## src/rtl/uarttx_arb_pkg.sv

```systemverilog
// Shared state encoding and constants for the two-source UART transmit arbiter.
// Defining UARTTX_ARB_HDR_EN adds the per-frame header state HDR.
package uarttx_arb_pkg;

  localparam int         FRAME_BYTES_DEFAULT = 892;
  localparam int         CNT_W_DEFAULT       = 10;
  localparam logic [7:0] HDR_BASE            = 8'hA0;
  localparam logic       SRC0                = 1'b0;
  localparam logic       SRC1                = 1'b1;

`ifdef UARTTX_ARB_HDR_EN
  typedef enum logic [2:0] {
    IDLE,
    READ,
    LOAD,
    WAIT_DONE,
    WAIT_DATA,
    HDR
  } state_t;
`else
  typedef enum logic [2:0] {
    IDLE,
    READ,
    LOAD,
    WAIT_DONE,
    WAIT_DATA
  } state_t;
`endif

  // Source index of a one-hot grant; 2'b00 maps to source 0.
  function automatic logic src_index(input logic [1:0] onehot);
    return onehot[1] ? SRC1 : SRC0;
  endfunction

  function automatic logic [7:0] hdr_byte(input logic [1:0] onehot);
    return HDR_BASE | {7'd0, src_index(onehot)};
  endfunction

endpackage

```

## src/rtl/uarttx_fifo_arbiter_rr_arb2.sv

```systemverilog
// Two-input round-robin arbiter; the priority pointer moves past the source
// just served each time a frame completes.
module rr_arb2
  import uarttx_arb_pkg::*;
(
  input  logic       clk,
  input  logic       rst,
  input  logic [1:0] req,
  input  logic       update,
  input  logic       served,
  output logic [1:0] sel
);

  logic ptr;

  // NOTE: non-blocking assignments in clocked blocks so every register samples pre-edge values.
  always_ff @(posedge clk or posedge rst) begin
    if (rst) begin
      ptr <= SRC0;
    end else if (update) begin
      ptr <= ~served;
    end
  end

  // NOTE: every combinational output gets a default first, so no path can infer a latch.
  always_comb begin
    sel = 2'b00;
    case (req)
      2'b01:   sel = 2'b01;
      2'b10:   sel = 2'b10;
      2'b11:   sel = (ptr == SRC0) ? 2'b01 : 2'b10;
      default: sel = 2'b00;
    endcase
  end

endmodule

```

## src/rtl/uarttx_fifo_arbiter.sv

```systemverilog
// Drains one of two byte FIFOs into a UART transmitter in fixed-length frames.
// Defining UARTTX_ARB_HDR_EN prefixes each frame with header byte 8'hA0 | source.
module uarttx_fifo_arbiter
  import uarttx_arb_pkg::*;
#(
  parameter int FRAME_BYTES = FRAME_BYTES_DEFAULT,
  parameter int CNT_W       = CNT_W_DEFAULT
) (
  input  logic       out_clk,
  input  logic       rst,
  input  logic       transmit_en,
  input  logic       fifo0_empty,
  input  logic       fifo1_empty,
  input  logic [7:0] fifo0_dout,
  input  logic [7:0] fifo1_dout,
  output logic       fifo0_rden,
  output logic       fifo1_rden,
  output logic [7:0] tx_byte,
  output logic       tx_dv,
  input  logic       tx_done,
  output logic [1:0] grant,
  output logic       frame_done
);

  state_t           state;
  state_t           state_d;
  logic [CNT_W-1:0] cnt;
  logic [1:0]       req;
  logic [1:0]       sel;
  logic             grant_empty;
  logic             last_byte;
  logic [7:0]       byte_in;
  logic             start;
  logic             rd;
  logic             load_byte;
  logic             byte_done;
  logic             frame_end;

  // transmit_en only matters for starting a frame; an open frame always finishes.
  assign req         = {~fifo1_empty, ~fifo0_empty} & {2{transmit_en}};
  assign grant_empty = |(grant & {fifo1_empty, fifo0_empty});
  assign last_byte   = (cnt == CNT_W'(FRAME_BYTES - 1));
  assign byte_in     = grant[1] ? fifo1_dout : fifo0_dout;

  rr_arb2 u_arb (
    .clk    (out_clk),
    .rst    (rst),
    .req    (req),
    .update (frame_end),
    .served (src_index(grant)),
    .sel    (sel)
  );

  always_ff @(posedge out_clk or posedge rst) begin
    if (rst) begin
      state <= IDLE;
    end else begin
      state <= state_d;
    end
  end

  always_comb begin
    state_d   = state;
    start     = 1'b0;
    rd        = 1'b0;
    load_byte = 1'b0;
    byte_done = 1'b0;
    frame_end = 1'b0;
    case (state)
      IDLE: begin
        if (|sel) begin
          start = 1'b1;
`ifdef UARTTX_ARB_HDR_EN
          state_d = HDR;
`else
          state_d = READ;
`endif
        end
      end
`ifdef UARTTX_ARB_HDR_EN
      HDR: begin
        if (tx_done) begin
          state_d = grant_empty ? WAIT_DATA : READ;
        end
      end
`endif
      READ: begin
        // The empty gate is a guard; READ is only entered with data present.
        rd      = ~grant_empty;
        state_d = grant_empty ? WAIT_DATA : LOAD;
      end
      LOAD: begin
        load_byte = 1'b1;
        state_d   = WAIT_DONE;
      end
      WAIT_DONE: begin
        if (tx_done) begin
          if (last_byte) begin
            frame_end = 1'b1;
            state_d   = IDLE;
          end else begin
            byte_done = 1'b1;
            state_d   = grant_empty ? WAIT_DATA : READ;
          end
        end
      end
      WAIT_DATA: begin
        if (!grant_empty) begin
          state_d = READ;
        end
      end
      default: state_d = IDLE;
    endcase
  end

  assign fifo0_rden = rd & grant[0];
  assign fifo1_rden = rd & grant[1];

  always_ff @(posedge out_clk or posedge rst) begin
    if (rst) begin
      grant      <= 2'b00;
      cnt        <= '0;
      tx_byte    <= 8'h00;
      tx_dv      <= 1'b0;
      frame_done <= 1'b0;
    end else begin
      tx_dv      <= 1'b0;
      frame_done <= frame_end;
      if (start) begin
        grant <= sel;
`ifdef UARTTX_ARB_HDR_EN
        tx_byte <= hdr_byte(sel);
        tx_dv   <= 1'b1;
`endif
      end
      if (frame_end) begin
        grant <= 2'b00;
        cnt   <= '0;
      end
      if (byte_done) begin
        cnt <= cnt + CNT_W'(1);
      end
      if (load_byte) begin
        tx_byte <= byte_in;
        tx_dv   <= 1'b1;
      end
    end
  end

endmodule

```

## config.mk

```make
export PLATFORM = sky130hd
export DESIGN_NAME = uarttx_fifo_arbiter
export DESIGN_NICKNAME = d
export VERILOG_FILES = /design/src/rtl/uarttx_arb_pkg.sv /design/src/rtl/uarttx_fifo_arbiter_rr_arb2.sv /design/src/rtl/uarttx_fifo_arbiter.sv
export SDC_FILE = /design/constraint.sdc
export NUM_CORES = 1
export LEC_CHECK = 0
export BUFFER_PORTS_ARGS = -buffer_cell sky130_fd_sc_hd__buf_2
export CORE_ASPECT_RATIO = 0.5
export CORE_UTILIZATION = 45
export CTS_BUF_LIST = sky130_fd_sc_hd__clkbuf_8
export DETAILED_ROUTE_END_ITERATION = 7
export PLACE_DENSITY = 0.7
export SLEW_MARGIN = 10
export SYNTH_ARGS = -nofsm -noshare
export SYNTH_HDL_FRONTEND = slang
export SYNTH_SLANG_ARGS = --single-unit
```

## constraint.sdc

```tcl
create_clock -name out_clk -period 1.85 [get_ports out_clk]
set_input_delay 0.185 -clock out_clk [delete_from_list [all_inputs] [get_ports out_clk]]
set_output_delay 0.185 -clock out_clk [all_outputs]
set_load 0.05 [all_outputs]
```

==> impl_metrics.py <==
metrics = {
    "pwr": {
        "power_density_nw_per_um2": 1530,
        "p_comb_share_pct": 48.8,
        "p_sw_mw": 1.15,
        "p_clk_share_pct": 13.0,
        "irDropWorstVdd_mv": 0.946,
        "switching_share_pct": 47.8,
        "power_frac_seq_pct": 38.2,
        "p_int_mw": 1.26,
        "p_leak_nw": 0.746,
    },
    "critical_path": {
        "worst_path_max_delay_cell": "dfrtp_1",
        "worstPathCellList": "a22o_1 > nor2_1 > and3_1 > buf_2",
        "critPathMaxFanout": 4,
        "critPathCaptureType": "primary output",
        "cp_slowest_stage_delay_ns": 0.41,
        "critPathBufInv": 1,
        "critical_path_class": "reg2out",
        "worstPathArrival_ns": 1.54,
        "start_kind": "register",
        "crit_family": "flip-flops",
        "r2r_slack_ns": 0.30,
        "crit_required_ns": 1.66,
    },
    "finish": {
        "diodes": 0,
        "most-common-layout-cells": "buf_2 (35), dfrtp_1 (26), nor2_1 (17)",
        "fillers": 255,
        "syn_to_final_growth_pct": 17.5,
        "final_util_pct": 58.2,
        "mostFrequentLayoutCell": "buf_2",
        "fin_nets": 192,
        "post_route_cells_drive_above_1_share_pct": 30.5,
    },
    "grt": {
        "grt_overflow_total": 0,
        "grt_pass1_vias": 961,
        "antenna_found_initial": 0,
        "grt_max_degree": 27,
        "track_usage_pct": 18.0,
        "grt_pass1_wl_um": 4100,
    },
    "timing": {
        "period_minus_slack_ns": 1.73,
        "holdWs_ns": 0.206,
        "clock-skew-final_ns": 0.00293,
        "hold_violations": 0,
        "slew_headroom_pct": 78.5,
        "worst_pin_slew_ns": 0.322,
        "rsz0062_at_grt": "no",
        "slew_violations": 0,
        "setup_ws_ns": 0.121,
        "setup_tns_ns": 0,
        "fmax_mhz": 578,
        "post-route-period-util_pct": 93.5,
        "setup_viol": 0,
    },
    "run": {
        "cap_violations": 0,
    },
    "route": {
        "first_pass_iters": 3,
        "routed_wl_um": 2610,
        "wl_per_cell_um": 12.8,
        "viasPerCell": 5.21,
        "ant_nets": 0,
        "vias": 1062,
        "drt_iter0_drc": 26,
        "drc_errors": 0,
    },
    "synthesis": {
        "synthesis.instances": 132,
        "ys_ff_latch": 26,
        "synth_area_sq_um": 1340,
        "ys_seq_area_share_pct": 48.6,
        "synth.distinct_cells": 37,
        "avgSynthCellArea_sq_um": 10.1,
        "synth_top_area_share_pct": 48.6,
        "synth_nets": 155,
        "synth_area_leaders": "dfrtp_1 (49%), mux2i_1 (6.0%), a21oi_1 (4.9%)",
        "ys_warn_count": 0,
        "synth_top_cell_by_area": "dfrtp_1",
        "ys_async_sr_fraction_pct": 100,
        "synth-edff-count": 0,
        "synth_flop_cell": "dfrtp_1",
    },
    "clock_tree": {
        "worst_skew_pair.late_latency_ns": 0.27,
        "clkTransAtPathRegs_ns": 0.08,
        "cts_buffers": 3,
        "clock_path_buffers": 2,
        "cts.sinks": 26,
        "h-tree-depth": 1,
        "cts_tree": "done",
        "cts_root_buf": "clkbuf_8",
    },
    "floorplan": {
        "die_x_um": 79.1,
        "num_io_pins": 36,
        "core_sq_um": 2700,
        "die_area_sq_um": 3210,
        "initial_core_util_pct": 49.6,
        "num_rows": 13,
        "die_h_um": 40.6,
    },
    "placement": {
        "gp_congestion": 0.799,
        "hpwl_um": 1930,
        "place_ws_ns": 0.313,
        "portBuffers": 35,
    },
    "status": {
        "status": "finished, final reports clean",
    },
    "min_path": {
        "hp-class": "in2reg",
    },
}
[registers in the layout, summed over array words and instances (netlist names)]
signal and cells:
state 3, tx_dv 1, u_arb.ptr 1, cnt 10, grant 2, tx_byte 8
frame_done 1
[routing by layer]
| layer | share of wire (%) | vias to the layer above | routed length, um | global-route usage, % |
|---|---|---|---|---|
| met5 | 0 | - | 0 | 0 |
| met4 | 1.5 | 0 | 39 | 6.82 |
| met3 | 4.4 | 5 | 114 | 5.45 |
| met2 | 48 | 26 | 1250 | 33.4 |
| met1 | 46 | 495 | 1210 | 20.6 |
| li1 | - | 536 | - | - |
[stage by stage]
step                std cells  instance area (sq um)  total power [mW]
finish                    204                   1570              2.41
global route              204                   1570              2.57
CTS                       204                   1570              2.43
detailed placement        200                   1520              2.11
global placement          200                   1520              2.08
floorplan                 132                   1340              1.89
[final timing paths]
kind,start,cells past startpoint,end
min in group asynchronous,rst,4,frame_done$_DFF_PP0_
max in group asynchronous,rst,4,state[2]$_DFFE_PP0P_
worst min register to register,cnt[6]$_DFFE_PP0P_,1,cnt[6]$_DFFE_PP0P_
worst max-delay path,grant[0]$_DFFE_PP0P_,4,fifo0_rden
worst max register to register,state[0]$_DFFE_PP0P_,4,u_arb.ptr$_DFFE_PP0P_
worst min-delay path,fifo0_dout[0],3,tx_byte[0]$_DFFE_PP0N_
[power by group through the flow]
stage / Sequential [mW] / Clock [mW] / Combinational [mW]
floorplan: 1.23 / 0 / 0.655
global placement: 0.922 / 0 / 1.16
detailed placement: 0.922 / 0 / 1.19
CTS: 0.919 / 0.325 / 1.19
global route: 0.948 / 0.340 / 1.28
finish: 0.922 / 0.314 / 1.18
[repair_timing]
item	CTS	global route
setup buffers	0	0
hold buffers	1	0
resized for setup	0	0
hold endpoints to repair	26	0
[cells by family (layout without fill, tap and decap cells)]
family	count (synthesis)	count (layout)	share of synthesized area, %
flip-flops	26	26	48.6
buffers and inverters	10	45	5.42
multiplexers	8	8	5.98
AO/OA/AOI/OAI	30	30	13.6
AND/OR/NAND/NOR	51	51	21.6
adder cells (fa/ha/maj)	1	1	0.934
XOR/XNOR	6	6	3.93
[layout make-up]
class	instances	area, sq um	area share [%]
Timing Repair Buffer	39	208	13.2
Clock buffer	3	41.3	2.63
Sequential cell	26	651	41.4
Inverter	3	11.3	0.716
Tap cell	37	46.3	2.94
Multi-Input combinational cell	96	616	39.1
[Yosys cell counts (2+ instances only)]
| library cell | count |
|---|---|
| a21oi_1 | 13 |
| buf_6 | 3 |
| a21boi_0 | 3 |
| xor2_1 | 4 |
| o31ai_1 | 2 |
| nand2_1 | 10 |
| nor2_1 | 17 |
| o21ai_0 | 5 |
| nand4_1 | 3 |
| nand3_1 | 6 |
| o21ai_1 | 2 |
| inv_1 | 2 |
| mux2i_1 | 8 |
| buf_4 | 3 |
| dfrtp_1 | 26 |
| and3_1 | 3 |
| xnor2_1 | 2 |
[worst min-delay path: cells and delay by family]
family	cells	cell delay [ns]
AOI/OAI and AO/OA	1	0.13
muxes	1	0.05
buffers and inverters	1	0.07
Power figures use the tool's default switching activity.
